<file path="src/rtl/vga_sync_gen.sv">
// vga_sync_gen
//   VGA timing generator (640x480@60 by default). Runs on the system clock.
//   The pixel tick is used as a clock-enable only, never as a clock.
//   Horizontal and vertical counters advance on pix_en. hsync, vsync,
//   video_on and frame_start are registered from the next-state counter
//   values, so they line up with x/y in the same cycle.
//
// Ports
//   clk          system clock
//   reset        asynchronous, active-high reset
//   pix_en       pixel tick; state advances only on clk edges with pix_en=1
//   hsync/vsync  sync pulses, polarity set by SYNC_ACTIVE_LOW
//   video_on     high inside the visible area
//   x, y         current horizontal / vertical count
//   frame_start  one-clk pulse when the counters wrap to (0,0)
//   frame_cnt    8-bit frame counter (only with VGA_FRAME_COUNT_EN defined)
//
// Optional feature macro: VGA_FRAME_COUNT_EN
module vga_sync_gen #(
  parameter int H_ACTIVE        = 640,
  parameter int H_FP            = 16,
  parameter int H_SYNC          = 96,
  parameter int H_BP            = 48,
  parameter int V_ACTIVE        = 480,
  parameter int V_FP            = 10,
  parameter int V_SYNC          = 2,
  parameter int V_BP            = 33,
  parameter int SYNC_ACTIVE_LOW = 1
) (
  input  logic       clk,
  input  logic       reset,
  input  logic       pix_en,
  output logic       hsync,
  output logic       vsync,
  output logic       video_on,
  output logic [9:0] x,
  output logic [9:0] y,
  output logic       frame_start
`ifdef VGA_FRAME_COUNT_EN
  ,
  output logic [7:0] frame_cnt
`endif
);

  localparam int H_TOTAL = H_ACTIVE + H_FP + H_SYNC + H_BP;
  localparam int V_TOTAL = V_ACTIVE + V_FP + V_SYNC + V_BP;

  localparam logic [9:0] H_LAST = 10'(H_TOTAL - 1);
  localparam logic [9:0] V_LAST = 10'(V_TOTAL - 1);
  localparam logic [9:0] H_VIS  = 10'(H_ACTIVE);
  localparam logic [9:0] V_VIS  = 10'(V_ACTIVE);
  localparam logic [9:0] HS_BEG = 10'(H_ACTIVE + H_FP);
  localparam logic [9:0] HS_END = 10'(H_ACTIVE + H_FP + H_SYNC);
  localparam logic [9:0] VS_BEG = 10'(V_ACTIVE + V_FP);
  localparam logic [9:0] VS_END = 10'(V_ACTIVE + V_FP + V_SYNC);
  localparam logic       SYNC_INV = (SYNC_ACTIVE_LOW != 0);

  logic [9:0] h_cnt;
  logic [9:0] v_cnt;
  logic [9:0] h_nxt;
  logic [9:0] v_nxt;
  logic       frame_wrap;

  // Pin level for a sync interval flag (inverted for active-low sync).
  function automatic logic sync_level(input logic active);
    return active ^ SYNC_INV;
  endfunction

  function automatic logic in_window(input logic [9:0] cnt,
                                     input logic [9:0] lo,
                                     input logic [9:0] hi);
    return (cnt >= lo) && (cnt < hi);
  endfunction

  // Next-state counters; wrap by compare so non-power-of-two totals work.
  always_comb begin
    h_nxt      = h_cnt;
    v_nxt      = v_cnt;
    frame_wrap = 1'b0;
    if (pix_en) begin
      if (h_cnt == H_LAST) begin
        h_nxt = '0;
        if (v_cnt == V_LAST) begin
          v_nxt      = '0;
          frame_wrap = 1'b1;
        end else begin
          v_nxt = v_cnt + 10'd1;
        end
      end else begin
        h_nxt = h_cnt + 10'd1;
      end
    end
  end

  // Counters and decoded outputs registered together, decoded from the
  // next-state values so every output matches x/y in the same cycle.
  always_ff @(posedge clk or posedge reset) begin
    if (reset) begin
      h_cnt       <= '0;
      v_cnt       <= '0;
      hsync       <= sync_level(1'b0);
      vsync       <= sync_level(1'b0);
      video_on    <= 1'b1;
      frame_start <= 1'b0;
    end else begin
      h_cnt       <= h_nxt;
      v_cnt       <= v_nxt;
      hsync       <= sync_level(in_window(h_nxt, HS_BEG, HS_END));
      vsync       <= sync_level(in_window(v_nxt, VS_BEG, VS_END));
      video_on    <= (h_nxt < H_VIS) && (v_nxt < V_VIS);
      frame_start <= frame_wrap;
    end
  end

  assign x = h_cnt;
  assign y = v_cnt;

`ifdef VGA_FRAME_COUNT_EN
  always_ff @(posedge clk or posedge reset) begin
    if (reset) begin
      frame_cnt <= '0;
    end else if (frame_wrap) begin
      frame_cnt <= frame_cnt + 8'd1;
    end
  end
`endif

endmodule

</file>
<file path="config.mk">
export PLATFORM = sky130hd
export DESIGN_NAME = vga_sync_gen
export DESIGN_NICKNAME = d
export VERILOG_FILES = /design/src/rtl/vga_sync_gen.sv
export SDC_FILE = /design/constraint.sdc
export NUM_CORES = 1
export LEC_CHECK = 0
export BUFFER_PORTS_ARGS = -buffer_cell sky130_fd_sc_hd__clkbuf_2
export CAP_MARGIN = 20
export CORE_AREA = 2 2 47 60
export DETAILED_ROUTE_END_ITERATION = 16
export DIE_AREA = 0 0 49 62
export MAX_ROUTING_LAYER = met4
export PLACE_DENSITY = 0.75
export RECOVER_POWER = 25
export SLEW_MARGIN = 15
export SYNTH_ARGS = -nofsm -noshare
export SYNTH_HDL_FRONTEND = slang
export SYNTH_SLANG_ARGS = --single-unit
</file>
<file path="constraint.sdc">
create_clock -name clk -period 2.85 [get_ports clk]
set_clock_uncertainty 0.15 [all_clocks]
set_input_delay 0 -clock clk [delete_from_list [all_inputs] [get_ports clk]]
set_output_delay 0 -clock clk [all_outputs]
set_load 0.02 [all_outputs]
</file>
==> summary.md <==
| Metric | Value |
|---|---|
| Status | finished, final reports clean |
| Area leader, netlist | dfrtp_1 |
| Post-Place Setup Slack | about 210 ps |
| Most frequent cells after synthesis | dfrtp_1 (21), nand2_1 (13), o21ai_0 (13) |
| Syn_area_per_cell | between 9 and 10 µm² |
| Synth top area cells | dfrtp_1 (42%), dfstp_2 (6.3%), xnor2_1 (5.6%), o21ai_0 (5.2%), nand2_1 (3.9%) |
| Hold Violations, Final | 0 |
| Wire per inst | roughly 14 µm |
| Hold buffer count at cts | 2 |
| R2R depth | 7 |
| IO buf count | 26 |
| CP max FO | 13 |
| Crit path required time | around 2900 ps |
| Post-synth cell types | 36 |
| Syn_nets | 134 |
| Num CTS Buffers | 3 |
| EDFF count, synth | 0 |
| Multi-input gate area | approximately 620 µm² |
| Power per standard cell area | around 610 nW/µm² |
| Via count | ~1000 |
| WL final | approximately 2600 µm |
| Min Tclk post-route | ~2700 ps |
| DP Cell Count | around 190 |
| Total grt overflow | 0 |
| Post-route insts no fill | about 190 |
| Layout area overhead | 16.4% |
| Final setup fails | 0 |
| Die area | between 3000 and 4000 µm² |
| Max Cap Viol | 0 |
| Row Count | 21 |
| # fillers | between 200 and 300 |
| Lkg Pwr | 0.642 nW |
| Sequential fraction of the synthesis area | between 40% and 50% |
| Initial DRC count | 22 |
| Tot GR Track Use | 19.3% |
| Gpl congestion | roughly 0.95 |
| Max Clock Freq | 377 MHz |
| Slew @ Worst Pin | around 870 ps |
| Clk_lat worst skew | roughly 300 ps |
| Clock sinks | 24 |
| Synthesis Warnings | 0 |
| CP arrival | between 2000 and 3000 ps |
| Die boundary width | around 50 µm |
| Via density | 5.44 |
| Slew headroom | a little over two fifths |
| Reg-to-reg setup timing slack | between 150 and 200 ps |
| ANT nets after route | 0 |
| Layout cell share with drive strength beyond 1 | 15.8% |
| Synth top area share | 41.7% |
| Initial antenna violation count | 0 |
| Count leader, synth | dfrtp_1 |
| Crit share post-route | around 93% |
| DRT Pass-1 Iters | 4 |
| Maximum root-to-sink buffer count | 2 |
| TritonCTS clock tree | yes |
| Prevailing post-synth register cell | dfrtp_1 |
| First-pass GRT wire length | between 4000 and 5000 µm |
| GRT Max-Usage Layer | met2 |
| Grt met1 use | between 20% and 30% |
| Crit end category | flip-flop |
| Die height | ~62 µm |
| Setup ws final | 195 ps |
| Met3 GRT Util | approximately 2.2% |
| Grt met2 use | a little over a third |
| Clock slew at reported path FFs | 120 ps |
| Storage cell area | approximately 600 µm² |
| Fin util | a little under three fifths |
| Maximum vdd ir drop | 479 µV |
| RSZ-0062 raised after global routing | false |
| Via count of the first global-routing pass | 1006 |
| H-Tree Depth | 1 |
| Diode count | 0 |
| Min-Delay Path Class | primary input to asynchronous set/reset pin |
| Total Neg Setup Slack | 0 ps |
| Core Area | between 2000 and 3000 µm² |
| Largest net degree at the start of global routing | 25 |
| PnR Total Power | ~0.9 mW |
| Crit Path Category | flip-flop to flip-flop |
| Io pins | 27 |
| Nets@finish | 165 |
| Reg2reg start | x[5] |
| Ys async rst share | 100% |
| Slew Limit Fails | 0 |
| HPWL after detailed placement | about 2000 µm |
| Flops & latches, synth | 24 |
| R2R Path End | vsync |
| Syn Inst Count | 128 |
| CP startpoint kind | flip-flop |
| Starting Density | approximately half |
| Setup Fix Bufs, Post-CTS | 0 |
| Post_cts resized | 0 |
| Post-Syn Area | roughly 1300 µm² |
| CTS root buf | clkbuf_4 |
| # DRC | 0 |
-- flip-flops by register name (all words and copies together) (netlist names) --
| name | count |
|---|---|
| y | 10 |
| frame_start | 1 |
| hsync | 1 |
| video_on | 1 |
| vsync | 1 |
| x | 10 |
-- worst max path at each step --
stage / depth (start not counted) / from / to
floorplan: 6 / x[5] / vsync
global placement: 7 / x[5] / vsync
detailed placement: 7 / x[5] / vsync
CTS: 7 / x[5] / vsync
global route: 7 / x[5] / vsync
finish: 7 / x[5] / vsync
-- placed cells by master, fill, tap and decap left out, drive strengths merged, types with 2 or more instances in the layout --
cell type	n
and2	3
and3	4
and4	2
buf	2
clkbuf	30
dfrtp	21
dfstp	3
dlygate4sd3	2
ha	3
inv	5
mux2	2
nand2	13
nand2b	3
nand3	8
nand4	5
nor2	11
o21ai	13
o31ai	3
xnor2	8
xor2	3
-- where the power goes --
part	leakage, nW	switching (mW)	internal [mW]
clock network	0.0210	0.0919	0.0779
logic	0.313	0.172	0.106
registers	0.308	0.0618	0.389
-- worst max-delay path, cell delays in order, from the launching register on --
cell and delay, ps:
dfrtp_1 450, or3_4 430, nor4_4 270, buf_4 230
or2b_1 290, o22ai_1 220, nand2b_1 80, or4b_1 470
-- layout make-up --
| cell class | instances | share of cell area, % |
|---|---|---|
| Tap cell | 34 | 2.90 |
| Clock buffer | 4 | 2.47 |
| Multi-Input combinational cell | 95 | 42.2 |
| Timing Repair Buffer | 30 | 9.97 |
| Sequential cell | 24 | 41.2 |
| Inverter | 5 | 1.28 |
-- per-stage QoR --
step,cell area [µm²],hold WS [ps]
2_1_floorplan,1260,-138
3_3_place_gp,1430,50.7
3_5_place_dp,1430,59.9
4_1_cts,1490,277
5_1_grt,1470,327
6_report,1470,247
-- metal layers --
metal	routed length, µm	vias to the layer above
met5	0	-
met1	1070	505
met3	100	4
li1	-	508
met4	34	0
met2	1400	28
-- cells by family (layout without fill, tap and decap cells) --
group,Yosys count,after routing,share of synthesized area [%]
xor+xnor,11,11,7.64
fa+ha+maj,3,3,2.98
buf+inv,9,39,2.98
compound gates,20,20,9.03
mux,3,3,2.88
flops,24,24,47.9
simple gates,58,58,26.6
Power figures use the tool's default switching activity.
